==> src/rtl/mux_16x1_pkg.sv <==
// Shared constants and select type for the registered 16:1 lane selector.
package mux_16x1_pkg;

  localparam int NUM_LANES  = 16;
  localparam int SEL_W      = 4;
  localparam int GROUP_SIZE = 4;
  localparam int NUM_GROUPS = NUM_LANES / GROUP_SIZE;

  typedef logic [SEL_W-1:0] sel_t;

endpackage

==> src/rtl/mux_16x1_if.sv <==
// Lane/select input bus and registered result bus of the 16:1 selector.
interface mux_16x1_if
  import mux_16x1_pkg::*;
#(
  parameter int W = 1
);

  logic                   in_valid;
  logic [NUM_LANES*W-1:0] d;
  sel_t                   s;
  logic [W-1:0]           y;
  logic                   out_valid;

  modport master (output in_valid, output d, output s, input y, input out_valid);
  modport slave  (input in_valid, input d, input s, output y, output out_valid);

endinterface

==> src/rtl/mux_4x1.sv <==
// Combinational 4:1 selector of W-bit lanes; building block of the 16:1 tree.
module mux_4x1 #(
  parameter int W = 1
) (
  input  logic [W-1:0] lane0,
  input  logic [W-1:0] lane1,
  input  logic [W-1:0] lane2,
  input  logic [W-1:0] lane3,
  input  logic [1:0]   sel,
  output logic [W-1:0] y
);

  always_comb begin
    y = lane0;
    unique case (sel)
      2'd0: y = lane0;
      2'd1: y = lane1;
      2'd2: y = lane2;
      2'd3: y = lane3;
      default: y = lane0;
    endcase
  end

endmodule

==> src/rtl/mux_16x1.sv <==
// Registered 16:1 lane selector built as a two-level tree of 4:1 muxes.
// Optional MUX_16X1_PIPE2_EN adds a register after level 1 (2-clock latency).
module mux_16x1
  import mux_16x1_pkg::*;
#(
  parameter int W = 1
) (
  input  logic       clk,
  input  logic       rst,
  mux_16x1_if.slave  bus
);

  logic [W-1:0] grp_p0 [NUM_GROUPS];
  logic [W-1:0] lvl2_p1;

  // Stage 0: level-1 muxes, each picking within its group of four lanes on s[1:0]
  for (genvar g = 0; g < NUM_GROUPS; g++) begin : g_lvl1
    mux_4x1 #(.W(W)) u_lvl1 (
      .lane0 (bus.d[(g*GROUP_SIZE+0)*W +: W]),
      .lane1 (bus.d[(g*GROUP_SIZE+1)*W +: W]),
      .lane2 (bus.d[(g*GROUP_SIZE+2)*W +: W]),
      .lane3 (bus.d[(g*GROUP_SIZE+3)*W +: W]),
      .sel   (bus.s[1:0]),
      .y     (grp_p0[g])
    );
  end

`ifdef MUX_16X1_PIPE2_EN

  logic [W-1:0] grp_p1 [NUM_GROUPS];
  logic [1:0]   sel_hi_p1;
  logic         vld_p1;
  logic [W-1:0] y_p2;
  logic         vld_p2;

  // Stage 1: group results and upper select bits registered
  always_ff @(posedge clk) begin
    if (rst) vld_p1 <= 1'b0;
    else     vld_p1 <= bus.in_valid;
  end

  always_ff @(posedge clk) begin
    if (bus.in_valid) begin
      grp_p1    <= grp_p0;
      sel_hi_p1 <= bus.s[3:2];
    end
  end

  mux_4x1 #(.W(W)) u_lvl2 (
    .lane0 (grp_p1[0]),
    .lane1 (grp_p1[1]),
    .lane2 (grp_p1[2]),
    .lane3 (grp_p1[3]),
    .sel   (sel_hi_p1),
    .y     (lvl2_p1)
  );

  // Stage 2: output register; y holds whenever no valid reaches it
  always_ff @(posedge clk) begin
    if (rst) begin
      y_p2   <= '0;
      vld_p2 <= 1'b0;
    end else begin
      vld_p2 <= vld_p1;
      if (vld_p1) y_p2 <= lvl2_p1;
    end
  end

  assign bus.y         = y_p2;
  assign bus.out_valid = vld_p2;

`else

  logic [W-1:0] y_p1;
  logic         vld_p1;

  mux_4x1 #(.W(W)) u_lvl2 (
    .lane0 (grp_p0[0]),
    .lane1 (grp_p0[1]),
    .lane2 (grp_p0[2]),
    .lane3 (grp_p0[3]),
    .sel   (bus.s[3:2]),
    .y     (lvl2_p1)
  );

  // Stage 1: output register; y holds whenever in_valid is low
  always_ff @(posedge clk) begin
    if (rst) begin
      y_p1   <= '0;
      vld_p1 <= 1'b0;
    end else begin
      vld_p1 <= bus.in_valid;
      if (bus.in_valid) y_p1 <= lvl2_p1;
    end
  end

  assign bus.y         = y_p1;
  assign bus.out_valid = vld_p1;

`endif

endmodule

==> src/flat_wrapper.sv <==
// flat-port wrapper written by rule: the top's interface ports become plain ports
module mux_16x1_flat import mux_16x1_pkg::*;
#(
  parameter int W = 1
)
  (clk, rst, bus_in_valid, bus_d, bus_s, bus_y, bus_out_valid);
  mux_16x1_if #(.W(W)) bus_i ();
  input  logic clk;
  input  logic rst;
  input wire logic [$bits(bus_i.in_valid)-1:0] bus_in_valid;
  input wire logic [$bits(bus_i.d)-1:0] bus_d;
  input wire logic [$bits(bus_i.s)-1:0] bus_s;
  output wire logic [$bits(bus_i.y)-1:0] bus_y;
  output wire logic [$bits(bus_i.out_valid)-1:0] bus_out_valid;
  assign bus_i.in_valid = bus_in_valid;
  assign bus_i.d = bus_d;
  assign bus_i.s = bus_s;
  assign bus_y = bus_i.y;
  assign bus_out_valid = bus_i.out_valid;
  mux_16x1 #(.W(W)) u_core (.clk(clk), .rst(rst), .bus(bus_i));
endmodule
==> config.mk <==
export PLATFORM = sky130hd
export DESIGN_NAME = mux_16x1_flat
export DESIGN_NICKNAME = d
export VERILOG_FILES = /design/src/rtl/mux_16x1_pkg.sv /design/src/rtl/mux_16x1_if.sv /design/src/rtl/mux_4x1.sv /design/src/rtl/mux_16x1.sv /design/src/flat_wrapper.sv
export SDC_FILE = /design/constraint.sdc
export NUM_CORES = 1
export LEC_CHECK = 0
export CAP_MARGIN = 20
export CELL_PAD_IN_SITES_DETAIL_PLACEMENT = 1
export CELL_PAD_IN_SITES_GLOBAL_PLACEMENT = 1
export CORE_AREA = 2 2 39 41
export CTS_BUF_LIST = sky130_fd_sc_hd__clkbuf_4
export CTS_CLUSTER_DIAMETER = 120
export DETAILED_ROUTE_END_ITERATION = 16
export DIE_AREA = 0 0 41 43
export PLACE_DENSITY = 0.84
export SETUP_SLACK_MARGIN = 0.02
export SLEW_MARGIN = 15
export SYNTH_ARGS = -nofsm -noshare
export SYNTH_HDL_FRONTEND = slang
export SYNTH_SLANG_ARGS = --single-unit
export TNS_END_PERCENT = 5
==> constraint.sdc <==
create_clock -name clk -period 4.55 [get_ports clk]
set_input_delay 1.365 -clock clk [delete_from_list [all_inputs] [get_ports clk]]
set_output_delay 1.365 -clock clk [all_outputs]
set_load 0.005 [all_outputs]
==> results.ini, run 1 <==
[run_status]
outcome=completed

[drt]
route.detailed.drc=0
antenna_left=0
drt_iter0_drc=3
via_count=295
wirelength_um=668
viasPerCell=4.470
wl_per_cell_um=10.12
first_pass_iters=4

[setup_path]
cp-end-kind=flip-flop
rrSetupSlack_ns=4.02
critical_path_class=in2reg
crit_required_ns=4.65
crit_slowest_cell=clkdlybuf4s50_1
cp_max_fo=6
cp_top_family=compound AO/OA/AOI/OAI gates
start_kind=input port
cp_data_arrival_time_ns=3.02
crit_buf_inv=1
worstPathCellList=clkdlybuf4s50_1, mux2_2, a221o_2, a211oi_1, o31ai_1
slowest_delay_ns=0.57

[power_and_ir_drop]
peakVddDrop_mv=0.07267
p_leak_nw=0.1984
power.total_mw=0.09475
cellPowerDensity_nw_per_um2=187.0

[cts]
numCtsBuffers=3
htreeDepth=1
clkTransAtPathRegs_ns=0.03
clkSinkCount=2
holdBufCountCts=0
cts_resized=0
cts_setup_buffers=0
root_buffer=clkbuf_4
clk_latency_ns=0.22
cts_tree=yes
clock_path_buffers=2

[die]
dieArea_um2=1763
die_width_um=41
ios=25
row_count=14
core_um2=1384
die_y_um=43
initial_core_util_pct=17.00

[sta]
finalSetupViolations=0
fin_setup_tns_ns=0
skew_ns=0
max-slew-margin-rel_pct=74.86
worst_pin_slew_ns=0.3760
finalHoldViolCount=0
layout_setup_ws_ns=1.636
period_needed_ns=2.914
max_freq_mhz=343.2
drv_slew=0
rsz0062_at_grt=no
hold_ws_ns=0.4550
post-route-period-util_pct=64.04

[yosys]
yosys.cell_types.count=15
synth_nets=47
yosys_register_bits=2
syn_inst=24
mappedNetlistArea_um2=235.2
yosysWarnings=0
ys_seq_area_share_pct=17.02
syn_area_per_cell_um2=9.801

[global_route]
antenna_found_initial=0
grt_first_pass_wirelength_mm=1.228
grt_overflow=0
grt_max_degree=11
track_usage_pct=10.47
first_global_vias=330

[finish]
layout.nets=75
diodes=0
instances_no_fill=66
drive_above_1_share_pct=18.00
final_util_pct=36.62
area_delta_synth_final_pct=115.4
finish.instance_area_um2=506.7

[placed_design]
port_buffers=24
dp_slack_ns=1.379
place_congestion=0.6677
placed_cells=63
dpl_cell_area_um2=484.2
place_hpwl_um=583

[flow_run]
drv_cap=0

[hold_path]
hp-class=reg2reg

[cell type report]
class | count | area (um^2)
Sequential cell | 2 | 40.04
Tap cell | 16 | 20.02
Fill cell | 157 | 877.1
Multi-Input combinational cell | 20 | 180.2
Clock buffer | 3 | 22.52
Inverter | 1 | 3.754
Timing Repair Buffer | 24 | 240.2
[final timing paths]
| kind | start | end | cells past startpoint |
|---|---|---|---|
| min | u_core.bus.y$_SDFFE_PP0P_ | u_core.bus.y$_SDFFE_PP0P_ | 2 |
| min reg2reg | u_core.bus.y$_SDFFE_PP0P_ | u_core.bus.y$_SDFFE_PP0P_ | 2 |
| max reg2reg | u_core.bus.y$_SDFFE_PP0P_ | u_core.bus.y$_SDFFE_PP0P_ | 2 |
| max | bus_s[1] | u_core.bus.y$_SDFFE_PP0P_ | 5 |
[registers in the layout, summed over array words and instances, names as in the netlist]
name and cells:
u_core.bus.out_valid 1, u_core.bus.y 1
[cell usage in the layout, fill, tap and decap left out]
cell type	instances
o211ai_1	1
nor2_1	2
mux2_2	1
a221o_2	1
dfxtp_1	2
o31ai_1	2
and2b_2	2
inv_1	1
clkdlybuf4s50_1	24
and3b_1	1
nand3b_1	1
clkbuf_4	3
mux2i_1	3
mux4_2	2
nand2_1	3
a211oi_1	1
[routing by layer]
layer | GRT usage [%] | routed length, um | up-vias
li1 | - | - | 147
met4 | 6.000 | 0 | 0
met3 | 5.236 | 78 | 0
met2 | 15.94 | 339 | 18
met5 | 0 | 0 | -
met1 | 11.04 | 250 | 130
[synthesized netlist by cell type]
master,instances,area share (%)
a211oi_1,1,3.2
a221o_2,1,4.8
and2b_2,2,7.4
and3b_1,1,3.7
buf_6,1,4.8
dfxtp_1,2,17
inv_1,1,1.6
mux2_2,1,4.8
mux2i_1,3,13
mux4_2,2,19
nand2_1,3,4.8
nand3b_1,1,3.2
nor2_1,2,3.2
o211ai_1,1,3.2
o31ai_1,2,6.4
[worst reg2reg max path: stages (launching register included)]
cell     delay, ns
dfxtp_1       0.30
nand2_1       0.05
o31ai_1       0.06
[kinds of logic after synthesis]
family	count (synthesis)	share of synthesized area [%]
flip-flops	2	17.02
buffers and inverters	2	6.381
AO/OA/AOI/OAI	5	17.55
multiplexers	6	36.70
AND/OR/NAND/NOR	9	22.34
[power by group]
group | internal [mW] | switching, mW
Sequential | 0.0189 | 0.000446
Clock | 0.0291 | 0.0103
Combinational | 0.0267 | 0.00925
Note: power is estimated with default switching activity, not from simulation.
==> run 2, diff against run 1 <==
- CORE_AREA: 2 2 39 41 -> not set
- CORE_MARGIN: not set -> 2
- CORE_UTILIZATION: not set -> 18
- DIE_AREA: 0 0 41 43 -> not set
- PLACE_DENSITY: 0.84 -> 0.85
- clock period: 4.55 -> 2.72 ns (I/O delays scaled with it)
==> run 2 against run 1 <==
Routed wire length down 1.6%. Critical path type unchanged. Clock power up 62%. Global-route usage decreased by 0.81 points.
==> results.ini, run 2 (synthesis gave the netlist of run 1 again) <==
[cts]
clock_path_buffers=2  ; unchanged
clk_latency_ns=0.22  ; about the same
htreeDepth=1  ; unchanged
cts_setup_buffers=0  ; unchanged
numCtsBuffers=3  ; unchanged
clkSinkCount=2  ; unchanged
holdBufCountCts=0  ; unchanged
cts_tree=yes
root_buffer=clkbuf_4
cts_resized=0  ; unchanged
clkTransAtPathRegs_ns=0.03  ; about the same

[finish]
finish.instance_area_um2=513.0  ; +1.2%
final_cell_mix=clkdlybuf4s50_1, mux2i_1, nand2_1, clkbuf_4
fillers=144  ; -8.3%
area_delta_synth_final_pct=118.1
multi_input_area_um2=180.2  ; unchanged
diodes=0  ; unchanged
layout.area.seq_um2=40.04  ; unchanged
layout_commonest_cell=clkdlybuf4s50_1
layout.nets=76  ; +1.3%
drive_above_1_share_pct=19.61  ; +1.6 points

[setup_path]
start_kind=input port
cp-startpoint=bus_s[0]
cp_data_arrival_time_ns=2.49  ; -0.53 ns
rrSetupSlack_ns=2.20  ; -1.82 ns
critical_path_class=in2reg
cp_max_fo=10  ; +4
crit_required_ns=2.85  ; -1.80 ns
r2r_cells=2  ; unchanged
setup.worst_path.end=u_core.bus.y$_SDFFE_PP0P_
r2r-end=u_core.bus.y$_SDFFE_PP0P_
cp-end-kind=flip-flop
r2r_start=u_core.bus.y$_SDFFE_PP0P_

[placed_design]
dpl_cell_area_um2=490.5  ; +1.3%
place_hpwl_um=577.5  ; -0.94%
place_congestion=0.6413  ; -4.0%
port_buffers=24  ; unchanged

[sta]
period_needed_ns=2.351
max-slew-margin-rel_pct=73.93  ; -0.92 points
finalHoldViolCount=0  ; unchanged
finalSetupViolations=0  ; unchanged
skew_ns=0  ; unchanged
hold_ws_ns=0.4449  ; -0.01018 ns
fin_setup_tns_ns=0  ; unchanged
worst_pin_slew_ns=0.3898  ; +0.01378 ns
drv_slew=0  ; unchanged
post-route-period-util_pct=86.44
rsz0062_at_grt=no
max_freq_mhz=425.3

[drt]
first_pass_iters=2  ; -2
via_count=294  ; -0.34%
routed-wl-met2_um=330  ; -2.7%
viasPerCell=4.455  ; -0.34%
wl_per_cell_um=9.955  ; -1.6%
drt-met1-wl_um=241  ; -3.6%
route.detailed.drc=0  ; unchanged
met3RoutedLength_um=84  ; +7.7%
drt_iter0_drc=1  ; -2
wirelength_um=657  ; -1.6%
top_layer=met3
antenna_left=0  ; unchanged

[global_route]
grt_first_pass_wirelength_mm=1.035  ; -16%
track_usage_pct=9.666  ; -0.81 points
grt_overflow=0  ; unchanged
first_global_vias=288  ; -13%
grt_max_degree=11  ; unchanged
antenna_found_initial=0  ; unchanged

[die]
ios=25  ; unchanged
die_width_um=40.15  ; -2.1%
initial_core_util_pct=18.78  ; +1.8 points
die_y_um=40.15  ; -6.6%
dieArea_um2=1612  ; -8.6%
core_um2=1252  ; -9.5%
row_count=13  ; -1

[run_status]
outcome=completed

[power_and_ir_drop]
p_leak_nw=0.2033  ; +2.4%
cellPowerDensity_nw_per_um2=307.5  ; +64%
power.total_mw=0.1577  ; +66%
peakVddDrop_mv=0.09087  ; +25%

[flow_run]
drv_cap=0  ; unchanged

[hold_path]
hp-class=reg2reg

-- run 2: cell types whose count changed in the layout (fill, tap and decap cells not counted), sizes merged --
cell	previous run	this run
buf	0	1
-- run 2: cell type report --
class,count,share of cell area (%)
timing repair buffer,25,48.29
multi-input combinational,20,35.12
sequential,2,7.805
clock buffer,3,4.390
tap,15,3.659
inverter,1,0.7317
-- run 2: where the power goes --
| group | switching, mW | internal [mW] |
|---|---|---|
| Clock | 0.0152 | 0.0485 |
| Combinational | 0.0160 | 0.0456 |
| Sequential | 0.000717 | 0.0317 |
| Total | 0.0319 | 0.126 |
-- run 2: worst min path at each step --
stage	from	end	slack, ns	depth (start not counted)
finish	u_core.bus.y$_SDFFE_PP0P_	u_core.bus.y$_SDFFE_PP0P_	0.44	2
global route	u_core.bus.y$_SDFFE_PP0P_	u_core.bus.y$_SDFFE_PP0P_	0.46	2
CTS	u_core.bus.y$_SDFFE_PP0P_	u_core.bus.y$_SDFFE_PP0P_	0.45	2
detailed placement	u_core.bus.y$_SDFFE_PP0P_	u_core.bus.y$_SDFFE_PP0P_	0.44	2
global placement	u_core.bus.y$_SDFFE_PP0P_	u_core.bus.y$_SDFFE_PP0P_	0.44	2
floorplan	u_core.bus.y$_SDFFE_PP0P_	u_core.bus.y$_SDFFE_PP0P_	0.45	2
-- run 2: stage by stage --
stage | setup WS, ns | utilization [%] | cells
2_1_floorplan | 0.8004 | - | 24
3_3_place_gp | 0.1860 | 39.16 | 63
3_5_place_dp | 0.1339 | 39.16 | 63
4_1_cts | 0.3678 | 40.96 | 66
5_1_grt | 0.2854 | 40.96 | 66
6_report | 0.3689 | 40.96 | 66
-- run 2: critical path, stage by stage --
cell and delay [ns]:
clkdlybuf4s50_1 0.70, mux2i_1 0.12, mux4_2 0.46, and3b_1 0.18, o31ai_1 0.20
-- run 2: metal layers --
metal / GRT usage, % / up-vias
met5: 0 / -
met4: 5.172 / 0
met3: 2.222 / 0
met2: 16.94 / 17
met1: 10.63 / 130
li1: - / 147
